==> src/rtl/des_input_sequencer_if.sv <==
// Bundle of the front-panel and DES-core signals used by des_input_sequencer.
// Purpose : groups the button/switch inputs, the core handshake and the
//           display outputs so they travel as one port.
// Signals : btn_load_n, btn_clear_n  debounced buttons (idle 1, pressed 0)
//           sw_chunk, sw_decrypt     slide switches
//           core_done, core_result   completion pulse and data from the core
//           key, data_in             assembled operands to the core
//           core_start, core_decrypt launch pulse and latched mode
//           result, result_valid     captured core output
//           busy, error, chunk_idx   status for LEDs
// Modports: slave  - the sequencer (consumes panel/core inputs)
//           master - whoever drives the panel and models the core
interface des_input_sequencer_if #(
  parameter int CHUNK_W = 16
);
  logic               btn_load_n;
  logic               btn_clear_n;
  logic [CHUNK_W-1:0] sw_chunk;
  logic               sw_decrypt;
  logic               core_done;
  logic [63:0]        core_result;
  logic [63:0]        key;
  logic [63:0]        data_in;
  logic               core_start;
  logic               core_decrypt;
  logic [63:0]        result;
  logic               result_valid;
  logic               busy;
  logic               error;
  logic [1:0]         chunk_idx;

  modport slave (
    input  btn_load_n, btn_clear_n, sw_chunk, sw_decrypt, core_done, core_result,
    output key, data_in, core_start, core_decrypt, result, result_valid,
           busy, error, chunk_idx
  );

  modport master (
    output btn_load_n, btn_clear_n, sw_chunk, sw_decrypt, core_done, core_result,
    input  key, data_in, core_start, core_decrypt, result, result_valid,
           busy, error, chunk_idx
  );
endinterface

==> src/rtl/des_input_sequencer.sv <==
// Front-end controller for the DES core.
// Purpose : assembles a 64-bit key and a 64-bit data block from four
//           switch chunks each (MSB chunk first), launches the core with a
//           one-cycle start pulse, waits for completion with a timeout and
//           holds the result for display.
// Ports   : clk  system clock
//           rst  asynchronous active-low reset
//           bus  des_input_sequencer_if.slave (panel inputs, core handshake,
//                display outputs)
// Parameters: CHUNK_W chunk width (4 chunks fill 64 bits),
//             TIMEOUT_CYCLES max WAIT cycles, TMR_W timer width with
//             2**TMR_W > TIMEOUT_CYCLES.
module des_input_sequencer #(
  parameter int CHUNK_W        = 16,
  parameter int TIMEOUT_CYCLES = 1000,
  parameter int TMR_W          = 10
) (
  input  logic                  clk,
  input  logic                  rst,
  des_input_sequencer_if.slave  bus
);

  typedef enum logic [2:0] {
    S_LOAD_KEY,
    S_LOAD_DATA,
    S_START,
    S_WAIT,
    S_SHOW,
    S_ERR
  } state_t;

  localparam logic [TMR_W-1:0] TMR_LAST = TMR_W'(TIMEOUT_CYCLES - 1);

  state_t             state_q;
  logic [63:0]        key_q;
  logic [63:0]        data_q;
  logic [63:0]        result_q;
  logic [1:0]         chunk_idx_q;
  logic [TMR_W-1:0]   timer_q;
  logic               core_start_q;
  logic               core_decrypt_q;
  logic               result_valid_q;
  logic               error_q;
  logic               load_prev_q;
  logic               clear_prev_q;

  logic               load_press_d;
  logic               clear_press_d;
  logic [63:0]        key_d;
  logic [63:0]        data_d;
  logic [1:0]         chunk_idx_d;

  // Falling edge on the (already debounced) button levels; the previous
  // samples reset to 1 so a button held through reset is not a press.
  always_comb begin
    load_press_d  = load_prev_q  & ~bus.btn_load_n;
    clear_press_d = clear_prev_q & ~bus.btn_clear_n;
  end

  // Candidate registers with the current switch chunk dropped into the slot
  // selected by chunk_idx; chunk 0 lands in the top bits.
  always_comb begin
    key_d  = key_q;
    data_d = data_q;
    for (int i = 0; i < 4; i++) begin
      if (chunk_idx_q == 2'(i)) begin
        key_d[(3-i)*CHUNK_W +: CHUNK_W]  = bus.sw_chunk;
        data_d[(3-i)*CHUNK_W +: CHUNK_W] = bus.sw_chunk;
      end
    end
    chunk_idx_d = chunk_idx_q + 2'd1;
  end

  always_ff @(posedge clk or negedge rst) begin
    if (!rst) begin
      state_q        <= S_LOAD_KEY;
      key_q          <= '0;
      data_q         <= '0;
      result_q       <= '0;
      chunk_idx_q    <= '0;
      timer_q        <= '0;
      core_start_q   <= 1'b0;
      core_decrypt_q <= 1'b0;
      result_valid_q <= 1'b0;
      error_q        <= 1'b0;
      load_prev_q    <= 1'b1;
      clear_prev_q   <= 1'b1;
    end else begin
      load_prev_q  <= bus.btn_load_n;
      clear_prev_q <= bus.btn_clear_n;

      if (clear_press_d) begin
        // Clear overrides any state and swallows a simultaneous load press.
        state_q        <= S_LOAD_KEY;
        key_q          <= '0;
        data_q         <= '0;
        result_q       <= '0;
        chunk_idx_q    <= '0;
        timer_q        <= '0;
        core_start_q   <= 1'b0;
        result_valid_q <= 1'b0;
        error_q        <= 1'b0;
      end else begin
        core_start_q <= 1'b0;
        unique case (state_q)
          S_LOAD_KEY: begin
            if (load_press_d) begin
              key_q       <= key_d;
              chunk_idx_q <= chunk_idx_d;
              if (chunk_idx_q == 2'd3) begin
                state_q <= S_LOAD_DATA;
              end
            end
          end

          S_LOAD_DATA: begin
            if (load_press_d) begin
              data_q      <= data_d;
              chunk_idx_q <= chunk_idx_d;
              if (chunk_idx_q == 2'd3) begin
                core_decrypt_q <= bus.sw_decrypt;
                core_start_q   <= 1'b1;   // high during the START cycle only
                state_q        <= S_START;
              end
            end
          end

          S_START: begin
            timer_q <= '0;
            state_q <= S_WAIT;
          end

          S_WAIT: begin
            // Completion is checked first so a done on the last timer
            // cycle still delivers its result.
            if (bus.core_done) begin
              result_q       <= bus.core_result;
              result_valid_q <= 1'b1;
              state_q        <= S_SHOW;
            end else if (timer_q == TMR_LAST) begin
              error_q <= 1'b1;
              state_q <= S_ERR;
            end else begin
              timer_q <= timer_q + 1'b1;
            end
          end

          S_SHOW: begin
            // Key is kept: the next block is entered under the same key.
            if (load_press_d) begin
              result_valid_q <= 1'b0;
              chunk_idx_q    <= '0;
              state_q        <= S_LOAD_DATA;
            end
          end

          S_ERR: begin
            error_q <= 1'b1;
          end

          default: begin
            state_q <= S_LOAD_KEY;
          end
        endcase
      end
    end
  end

  assign bus.key          = key_q;
  assign bus.data_in      = data_q;
  assign bus.result       = result_q;
  assign bus.chunk_idx    = chunk_idx_q;
  assign bus.core_start   = core_start_q;
  assign bus.core_decrypt = core_decrypt_q;
  assign bus.result_valid = result_valid_q;
  assign bus.error        = error_q;
  assign bus.busy         = (state_q == S_START) || (state_q == S_WAIT);

endmodule
==> src/flat_wrapper.sv <==
// flat-port wrapper written by rule: the top's interface ports become plain ports
module des_input_sequencer_flat 
#(
  parameter int CHUNK_W        = 16,
  parameter int TIMEOUT_CYCLES = 1000,
  parameter int TMR_W          = 10
)
  (clk, rst, bus_btn_load_n, bus_btn_clear_n, bus_sw_chunk, bus_sw_decrypt, bus_core_done, bus_core_result, bus_key, bus_data_in, bus_core_start, bus_core_decrypt, bus_result, bus_result_valid, bus_busy, bus_error, bus_chunk_idx);
  des_input_sequencer_if #(.CHUNK_W(CHUNK_W)) bus_i ();
  input  logic clk;
  input  logic rst;
  input wire logic [$bits(bus_i.btn_load_n)-1:0] bus_btn_load_n;
  input wire logic [$bits(bus_i.btn_clear_n)-1:0] bus_btn_clear_n;
  input wire logic [$bits(bus_i.sw_chunk)-1:0] bus_sw_chunk;
  input wire logic [$bits(bus_i.sw_decrypt)-1:0] bus_sw_decrypt;
  input wire logic [$bits(bus_i.core_done)-1:0] bus_core_done;
  input wire logic [$bits(bus_i.core_result)-1:0] bus_core_result;
  output wire logic [$bits(bus_i.key)-1:0] bus_key;
  output wire logic [$bits(bus_i.data_in)-1:0] bus_data_in;
  output wire logic [$bits(bus_i.core_start)-1:0] bus_core_start;
  output wire logic [$bits(bus_i.core_decrypt)-1:0] bus_core_decrypt;
  output wire logic [$bits(bus_i.result)-1:0] bus_result;
  output wire logic [$bits(bus_i.result_valid)-1:0] bus_result_valid;
  output wire logic [$bits(bus_i.busy)-1:0] bus_busy;
  output wire logic [$bits(bus_i.error)-1:0] bus_error;
  output wire logic [$bits(bus_i.chunk_idx)-1:0] bus_chunk_idx;
  assign bus_i.btn_load_n = bus_btn_load_n;
  assign bus_i.btn_clear_n = bus_btn_clear_n;
  assign bus_i.sw_chunk = bus_sw_chunk;
  assign bus_i.sw_decrypt = bus_sw_decrypt;
  assign bus_i.core_done = bus_core_done;
  assign bus_i.core_result = bus_core_result;
  assign bus_key = bus_i.key;
  assign bus_data_in = bus_i.data_in;
  assign bus_core_start = bus_i.core_start;
  assign bus_core_decrypt = bus_i.core_decrypt;
  assign bus_result = bus_i.result;
  assign bus_result_valid = bus_i.result_valid;
  assign bus_busy = bus_i.busy;
  assign bus_error = bus_i.error;
  assign bus_chunk_idx = bus_i.chunk_idx;
  des_input_sequencer #(.CHUNK_W(CHUNK_W), .TIMEOUT_CYCLES(TIMEOUT_CYCLES), .TMR_W(TMR_W)) u_core (.clk(clk), .rst(rst), .bus(bus_i));
endmodule
==> config.mk <==
export PLATFORM = sky130hd
export DESIGN_NAME = des_input_sequencer_flat
export DESIGN_NICKNAME = d
export VERILOG_FILES = /design/src/rtl/des_input_sequencer_if.sv /design/src/rtl/des_input_sequencer.sv /design/src/flat_wrapper.sv
export SDC_FILE = /design/constraint.sdc
export NUM_CORES = 1
export LEC_CHECK = 0
export ABC_AREA = 0
export BUFFER_PORTS_ARGS = -buffer_cell sky130_fd_sc_hd__buf_2
export CAP_MARGIN = 20
export CORE_MARGIN = 4
export CORE_UTILIZATION = 46
export DETAILED_ROUTE_END_ITERATION = 10
export GPL_ROUTABILITY_DRIVEN = 0
export PLACE_DENSITY = 0.75
export SLEW_MARGIN = 5
export SYNTH_ARGS = -nofsm -noshare
export SYNTH_HDL_FRONTEND = slang
export SYNTH_SLANG_ARGS = --single-unit
==> constraint.sdc <==
create_clock -name clk -period 1.6 [get_ports clk]
set_input_delay 0.24 -clock clk [delete_from_list [all_inputs] [get_ports clk]]
set_output_delay 0.24 -clock clk [all_outputs]
set_load 0.05 [all_outputs]
# ---- Word-level counts from Yosys, hierarchy flattened
# Index checks and enable logic that the tools add are counted.
dict set report classes {
  n_addsub 2
  eq_ne 21
  n_mux 41
  bitwise_logic 5
  n_reduce_logical 32
}
# operator count
set ops {}
lappend ops {{64-bit two-way mux} 8}
lappend ops {{16-bit two-way mux} 4}
lappend ops {{3-bit AND reduction} 12}
lappend ops {{10-bit two-way mux} 3}
lappend ops {{3-bit two-way mux} 8}
lappend ops {{3-bit by 1-bit != test with 1-bit output (second input constant)} 7}
lappend ops {{10-bit case mux with 2 select lines} 1}
lappend ops {{3-bit case mux with 6 select lines} 1}
lappend ops {{2-bit nonzero test} 9}
lappend ops {{3-bit nonzero test} 4}
lappend ops {{10-bit by 1-bit adder with 10-bit output (second input constant)} 1}
lappend ops {{10-bit == test (second input constant)} 1}
lappend ops {{1-bit two-way mux} 10}
lappend ops {{3-bit by 2-bit != test with 1-bit output (second input constant)} 3}
lappend ops {{7-bit AND reduction} 1}
lappend ops {{3-bit by 2-bit == test with 1-bit output (second input constant)} 2}
lappend ops {{3-bit == test (second input constant)} 2}
lappend ops {{2-bit two-way mux} 3}
lappend ops {{2-bit == test (second input constant)} 2}
lappend ops {{4-bit by 2-bit != test with 1-bit output (second input constant)} 1}
lappend ops {{1-bit case mux with 2 select lines} 2}
lappend ops {{2-bit case mux with 2 select lines} 1}
lappend ops {{4-bit AND reduction} 1}
lappend ops {{3-bit by 1-bit == test with 1-bit output (second input constant)} 1}
lappend ops {{10 further kinds} 13}
dict set report word_totals {
  regBits 213
  inputBits 86
  output_inout_bits 199
  word_cells 119
}

# ---- Depth between registers and ports, before layout
# Gate-level depths: netlist of the first run.
dict set report depth {
  depth_word 5
  ltp_mapped 7
  mapped_depth_nobuf 5
}

# ---- Worst setup path after synthesis of the first run
# Ideal clock, no wire load.
dict set report synth_path {
  kind {reg-to-reg}
  start {reg u_core.state_q[2]}
  end {reg u_core.timer_q[7]}
  setup_time_ps 116
  arrival_ps 1918
  required_time_ps 1484
  slack_ps -434
  stages_incl_launch_ff 7
  path_buffers 1
  period_less_slack_ps 2034
  path_cell_list {dfrtp_1 buf_2 nand2b_4 inv_1 nand3_1 or4_1 o311ai_0}
}
dict set report synth_between {
  elab_chain_len 3
  word_cells_on_any_way 8
  classes_between {4 x eq/ne; 2 x mux; 2 x reduce/logical}
}
# item line_no
set synth_lines {}
lappend synth_lines {{start: declaration} des_input_sequencer.sv:34} ;# state_t state_q;
lappend synth_lines {{start signal: assignment} des_input_sequencer.sv:76} ;# state_q <= S_LOAD_KEY;
lappend synth_lines {{start signal: assignment} des_input_sequencer.sv:94} ;# state_q <= S_LOAD_KEY;
lappend synth_lines {{start signal: assignment} des_input_sequencer.sv:111} ;# state_q <= S_LOAD_DATA;
lappend synth_lines {{3-bit by 2-bit == test with 1-bit output} des_input_sequencer.sv:105} ;# unique case (state_q)
lappend synth_lines {{3-bit by 2-bit != test with 1-bit output (no source line) (tied with other cells)} --}
lappend synth_lines {{3-bit AND reduction (no source line) or 10-bit two-way mux (tied branches)} --}
lappend synth_lines {{end signal: assignment} des_input_sequencer.sv:144} ;# timer_q <= timer_q + 1'b1;
lappend synth_lines {{end: declaration} des_input_sequencer.sv:39} ;# logic [TMR_W-1:0] timer_q;
# Several ways; a longest one is shown, not always the timed one.
# A chain may end at the register's enable or synchronous reset.

# ---- Final worst setup path of the first run
dict set report layout_path {
  start {reg u_core.state_q[2]}
  end {out bus_busy}
}
dict set report layout_between {
  elab_chain_len 2
  word_cells_on_any_way 3
  classes_between {2 x eq/ne; 1 x reduce/logical}
}
# item line_no
set layout_lines {}
lappend layout_lines {{3-bit by 2-bit == test with 1-bit output} des_input_sequencer.sv:177} ;# assign bus.busy = (state_q == S_START) || (state_q == S_WAIT);
lappend layout_lines {{1-bit logical OR *} des_input_sequencer.sv:177}
lappend layout_lines {{end: declaration} flat_wrapper.sv:24} ;# output wire logic [$bits(bus_i.busy)-1:0] bus_busy;
# Mark *: on every way between the ends. The rest lies on a longest branch, timed or not.

==> results of run 1 <==
==> cell usage after synthesis (2+ instances only) <==
cell type / instances
dfrtp_1: 211
mux2_4: 80
a22o_1: 64
mux2_2: 49
clkbuf_1: 26
and2_1: 19
a21oi_1: 12
buf_6: 9
inv_1: 9
a21oi_4: 8
buf_2: 8
o21ai_0: 8
nand2_1: 6
nor3_1: 6
ha_1: 5
nand3_1: 5
nand2b_1: 4
or3_1: 4
buf_12: 3
mux2i_1: 3
nor2_1: 3
o31ai_1: 3
or4_1: 3
a211oi_1: 2
and2_4: 2
dfstp_2: 2
nand4_1: 2
o311ai_0: 2
==> cell type report <==
cell class	instances	area, um2
fill	1245	5610
sequential	213	5340
timing repair buffer	446	3390
multi-input combinational	310	3380
clock buffer	34	677
tap	260	325
clock inverter	8	68.8
inverter	9	37.5
==> worst min-delay path by stage <==
stage / startpoint / end / slack [ns] / depth (start not counted)
2_1_floorplan: rst / u_core.bus.chunk_idx[0]$_DFFE_PN0P_ / -0.06 / 0
3_3_place_gp: rst / u_core.bus.data_in[1]$_DFFE_PN0P_ / 0.22 / 1
3_5_place_dp: rst / u_core.bus.data_in[1]$_DFFE_PN0P_ / 0.22 / 1
4_1_cts: bus_core_done / u_core.timer_q[1]$_DFFE_PN0P_ / 0.15 / 4
5_1_grt: bus_core_done / u_core.timer_q[1]$_DFFE_PN0P_ / 0.20 / 4
6_report: bus_core_done / u_core.timer_q[1]$_DFFE_PN0P_ / 0.18 / 4
==> kinds of logic (layout without fill, tap and decap cells) <==
group | count (synthesis) | count (layout) | synth area share
AND/OR/NAND/NOR | 64 | 64 | 0.0462
adder cells (fa/ha/maj) | 5 | 5 | 0.00707
multiplexers | 132 | 132 | 0.201
flip-flops | 213 | 213 | 0.602
AO/OA/AOI/OAI | 109 | 109 | 0.105
buffers and inverters | 56 | 497 | 0.0384
==> worst max-delay path, cell delays in order (launching register included) <==
cell and delay, ns:
dfrtp_1 0.43, buf_6 0.13, nand2b_4 0.14, clkinvlp_4 0.11
buf_6 0.13, buf_8 0.14
==> state kept, by name, indices dropped and copies added, names as in the netlist <==
name and count:
u_core.bus.error 1, u_core.bus.core_start 1, u_core.state_q 3, u_core.bus.core_decrypt 1, u_core.clear_prev_q 1, u_core.bus.chunk_idx 2
u_core.bus.result 64, u_core.bus.key 64, u_core.bus.result_valid 1, u_core.bus.data_in 64, u_core.timer_q 10, u_core.load_prev_q 1
==> timing repair <==
item	CTS	global route
hold endpoints to repair	101	0
endpoints found under the setup margin	207	209
setup buffers	27	7
gates cloned	6	8
hold buffers	68	0
pin swaps	16	20
resized for setup	37	28
==> layer usage <==
metal,global-route usage,part of all wire,vias up
met3,0.0410,0.055,70
li1,-,-,2953
met5,0,0,-
met4,0.0941,0.038,0
met2,0.394,0.49,271
met1,0.318,0.42,3476
==> power by group through the flow <==
stage                     registers, mW  logic [mW]  clock network, mW
after CTS                          6.35        4.60               5.29
after global routing               6.42        4.83               5.54
after floorplan                    8.42        1.12                  0
final                              6.36        4.65               5.21
after global placement             6.43        4.25                  0
after detailed placement           6.43        4.31                  0
==> reports/metrics.yaml, run 1 <==
cts_buffer_depth: 3
finalHoldViolCount: 0
vias_per_cell: 5.29
initial_core_util: 0.470
min_path_type: "primary input to register"
num_rows: 50
root_buffer: "clkbuf_16"
place_ws_ns: -0.343
hold_slack_ns: 0.179
utilization: 0.702
power.share.combinational: 0.287
synth_cell_type_count: 49
p_int_mw: 10.6
maxSlewViolCount: 0
maxSlewHeadroom: 0.722
placed_cell_area_um2: 10800
rsz0062_at_grt: "yes"
postLayoutCellArea_um2: 13200
synthTopCellsByArea: "dfrtp_1, mux2_4, a22o_1"
final_common_cell: "buf_2"
outcome: "finished, violations left"
worstSetupPathType: "register to primary output"
grt_first_pass_wirelength_um: 40900
synth_top_area_share: 0.596
htree_levels: 1
p_sw_mw: 5.60
layout_setup_ws_ns: -0.237
worstMarginPinSlew_ns: 0.417
antenna_cells: 0
cts.clk_slew.worst_paths_ns: 0.06
insertion_delay_ns: 0.50
r2r-end: "u_core.timer_q[7]$_DFFE_PN0P_"
ys_async_sr_fraction: 1.00
p_clk_frac: 0.321
final_cells: 1280
syn_to_final_growth_pct: 49.3
synth_nets: 670
fin_nets: 1094
grt_use_total: 0.239
synth_area_leader_cell: "dfrtp_1"
cts_made_buffers: 23
setup_viol_count_final: 205
drive_gt1_frac: 0.584
grt_max_degree: 48
boundaryPins: 285
finalCriticalPeriod_ns: 1.84
wl_per_cell_um: 21.8
mostFrequentLayoutCells: "buf_2, dfrtp_1, mux2_4, dlygate4sd3_1, a22o_1"
cp-endpoint: "bus_busy"
drt_first_iter_violations: 407
drv_cap: 0
drt_pass1_iterations: 4
syn_inst: 579
synth-edff-count: 0
startpoint_type: "register"
antenna_found_initial: 0
numPortBuffers: 284
report.power.total_mw: 16.2
coreArea_um2: 18800
syn-mean-instance-area_um2: 15.3
p_leak_nw: 6.84
final.setup_skew_ns: 0.0175
die_y_um: 147
r2r_slack_ns: -0.20
setup.worst_path.start: "u_core.state_q[2]$_DFFE_PN0P_"
antenna_left: 0
dp.cells: 1123
seq_power_share: 0.392
ys.flop_type: "dfrtp_1"
ff2ff_path_depth: 7
ys_warn_count: 0
switching_share: 0.345
post-route-drc-count: 0
final.setup.tns_ns: -24.66
ys_ff_latch: 213
grt_overflow: 0
r2r-start: "u_core.state_q[2]$_DFFE_PN0P_"
crit_fanout: 3
via_count: 6770
wl_um: 27900
endpoint_kind: "primary output"
tritoncts: "done"
die_w_um: 147
ir_worst_vdd_uv: 706
clock-sinks: 213
die_area_um2: 21500
violations: "setup timing"
yosysSeqAreaShare: 0.602
worst_ep_arrival_time_ns: 1.60
synth.cell_area_um2: 8850
post-dp-hpwl_um: 16700
p_per_area_nw_per_um2: 1230
grt_pass1_vias: 7003
final.period_utilization: 1.15
required_ns: 1.36
max_freq_ghz: 0.544
No activity file was read; power rests on OpenSTA's default activity.
==> run 2: changes to the inputs <==
Settings changed: CELL_PAD_IN_SITES_DETAIL_PLACEMENT set to 1, CELL_PAD_IN_SITES_GLOBAL_PLACEMENT set to 1, CORE_UTILIZATION 46 to 37.
==> run 2 against run 1 <==
Effect of this change: the flow still finishes with violations (setup timing); first-iteration DRC count up 9.3%; wire length up 28%; worst hold slack better by 0.020 ns; clock skew up 0.015 ns; design area up 3.5%; critical endpoint unchanged; sequential share of layout area down 1.4 points; largest cell class unchanged; utilization down 12 points; critical path depth unchanged; flip-flop and latch count unchanged.
==> reports/metrics.yaml, run 2 (same netlist as run 1, synthesis figures left out) <==
via_count: 7007  # +3.5%
antenna_left: 0  # unchanged
boundaryPins: 285  # unchanged
antenna_found_initial: 3  # +3
post-route-drc-count: 0  # unchanged
setup_viol_count_final: 208  # +1.5%
r2r_slack_ns: -0.30  # -0.10 ns
tritoncts: "done"
drt_first_iter_violations: 445  # +9.3%
final_common_cell: "buf_2"
root_buffer: "clkbuf_16"
max_freq_ghz: 0.524  # -3.8%
power.share.combinational: 0.284  # -0.003
path_common_cell: "buf_6"
maxSlewViolCount: 0  # unchanged
drive_gt1_frac: 0.598  # +0.0139
grt_pass1_vias: 7791  # +11%
hold-path-cell-count: 4  # unchanged
worst_ep_arrival_time_ns: 1.67  # +0.07 ns
rsz0062_at_grt: "yes"
p_int_mw: 11.0  # +3.3%
required_ns: 1.36  # about the same
endpoint_kind: "primary output"
worstSetupPathType: "register to primary output"
seq_power_share: 0.376  # -0.016
final.setup_skew_ns: 0.0329  # +0.0154 ns
outcome: "finished, violations left"
wl_per_cell_um: 26.4  # +21%
clock-sinks: 213  # unchanged
r2r-start: "u_core.state_q[2]$_DFFE_PN0P_"
worstMarginPinSlew_ns: 0.441  # +0.0240 ns
fin_nets: 1106  # +1.1%
critPathTopFamily: "buffers and inverters"
numPortBuffers: 284  # unchanged
drt_pass1_iterations: 4  # unchanged
r2r-end: "u_core.bus.result[48]$_DFFE_PN0P_"
grt_first_pass_wirelength_um: 49700  # +22%
cts_made_buffers: 24  # +4.3%
p_per_area_nw_per_um2: 1240  # +0.90%
die_area_um2: 26500  # +23%
die_w_um: 163  # +11%
critPathSlowestCell: "dfrtp_1"
initial_core_util: 0.377  # -0.0930
grt_use_total: 0.246  # +0.00625
final_cells: 1354  # +5.8%
htree_levels: 1  # unchanged
finalCriticalPeriod_ns: 1.91  # +0.0722 ns
dp.cells: 1189  # +5.9%
p_leak_nw: 7.00  # +2.4%
crit_fanout: 3  # unchanged
die_y_um: 163  # +11%
maxSlewHeadroom: 0.706  # -0.0160
switching_share: 0.352  # +0.00712
min_path_type: "primary input to register"
coreArea_um2: 23500  # +25%
wl_um: 35800  # +28%
num_rows: 56  # +12%
path_buf_inv: 4  # unchanged
holdPathEnd: "u_core.timer_q[1]$_DFFE_PN0P_"
path_cells: "buf_6 > nand2b_4 > clkinvlp_4 > buf_6 > buf_8"
crit_path_max_incr_delay_ns: 0.43  # about the same
cts.clk_slew.worst_paths_ns: 0.06  # about the same
mostFrequentLayoutCells: "buf_2, dfrtp_1, mux2_4, dlygate4sd3_1, a22o_1"
p_clk_frac: 0.340  # +0.019
insertion_delay_ns: 0.53  # +0.03 ns
worstHoldStart: "bus_core_done"
ir_worst_vdd_uv: 772  # +9.2%
startpoint_type: "register"
cts_buffer_depth: 3  # unchanged
layout_setup_ws_ns: -0.309  # -0.0722 ns
drv_cap: 0  # unchanged
grt_max_degree: 40  # -17%
post-dp-hpwl_um: 19000  # +14%
violations: "setup timing"
ff2ff_path_depth: 7  # unchanged
vias_per_cell: 5.18  # -2.2%
place_ws_ns: -0.299  # +0.0439 ns
syn_to_final_growth_pct: 54.6
finalHoldViolCount: 0  # unchanged
p_sw_mw: 5.97  # +6.6%
final.period_utilization: 1.19  # +0.0451
grt_overflow: 0  # unchanged
## run 2: changes by cell type in the layout (fill, tap and decap cells not counted), sizes merged
cell      before  now
bufbuf         0    1
clkbuf        42   48
clkinv         6    3
buf          370  376
clkinvlp       1    3
diode          0    2
bufinv         1    2
## run 2: layout make-up
cell class	instances	area, um2
Sequential cell	213	5340
Inverter	9	37.5
Clock buffer	36	707
Tap cell	319	399
Timing Repair Buffer	457	3630
Clock inverter	8	98.8
Fill cell	2315	9790
Antenna cell	2	5.00
Multi-Input combinational cell	310	3470
## run 2: repair_timing
action                                  in CTS  in global routing
hold buffers                                68                  0
pin swaps                                   12                 62
resized for setup                           47                 52
buffers inserted                            23                 14
gates cloned                                 9                  8
endpoints found under the setup margin     208                210
hold endpoints to repair                   107                  0
## run 2: layer usage
layer / global-route usage / up-vias / share of wire
met3: 0.0514 / 94 / 0.070
met2: 0.419 / 315 / 0.51
met4: 0.0961 / 2 / 0.039
met5: 0 / - / 0.00036
li1: - / 2973 / -
met1: 0.307 / 3623 / 0.38
## run 2: worst reg2reg max path: cells and delay by family (launching register included)
family | cells | cell delay (ns)
and+or+nand+nor | 3 | 0.62
buffers and inverters | 3 | 0.59
DFF | 1 | 0.43
AOI/OAI and AO/OA | 1 | 0.19
## run 2: worst max path at each step
| stage | endpoint | cells after the start | start |
|---|---|---|---|
| 2_1_floorplan | u_core.timer_q[7]$_DFFE_PN0P_ | 6 | u_core.state_q[2]$_DFFE_PN0P_ |
| 3_3_place_gp | u_core.bus.data_in[20]$_DFFE_PN0P_ | 4 | u_core.bus.chunk_idx[0]$_DFFE_PN0P_ |
| 3_5_place_dp | u_core.bus.data_in[17]$_DFFE_PN0P_ | 4 | u_core.bus.chunk_idx[0]$_DFFE_PN0P_ |
| 4_1_cts | u_core.bus.key[38]$_DFFE_PN0P_ | 6 | u_core.load_prev_q$_DFF_PN1_ |
| 5_1_grt | bus_busy | 5 | u_core.state_q[2]$_DFFE_PN0P_ |
| 6_report | bus_busy | 5 | u_core.state_q[2]$_DFFE_PN0P_ |
## run 2: per-stage QoR
| stage | cell area (um2) | utilization | TNS, ns | hold slack (ns) | power [mW] |
|---|---|---|---|---|---|
| finish | 13700 | 0.583 | -42.87 | 0.199 | 16.9 |
| detailed placement | 11000 | 0.470 | -33.33 | 0.203 | 10.9 |
| floorplan | 8950 | - | -15.02 | -0.0556 | 9.54 |
| global placement | 11000 | 0.470 | -27.75 | 0.197 | 10.8 |
| global route | 13700 | 0.583 | -48.68 | 0.194 | 17.5 |
| CTS | 13200 | 0.564 | -29.19 | 0.149 | 16.8 |
## run 2: power by group through the flow
stage / combinational (mW) / clock (mW) / sequential, mW
4_1_cts: 4.74 / 5.71 / 6.34
2_1_floorplan: 1.12 / 0 / 8.42
3_5_place_dp: 4.43 / 0 / 6.42
5_1_grt: 5.00 / 6.11 / 6.44
3_3_place_gp: 4.37 / 0 / 6.40
6_report: 4.81 / 5.75 / 6.37
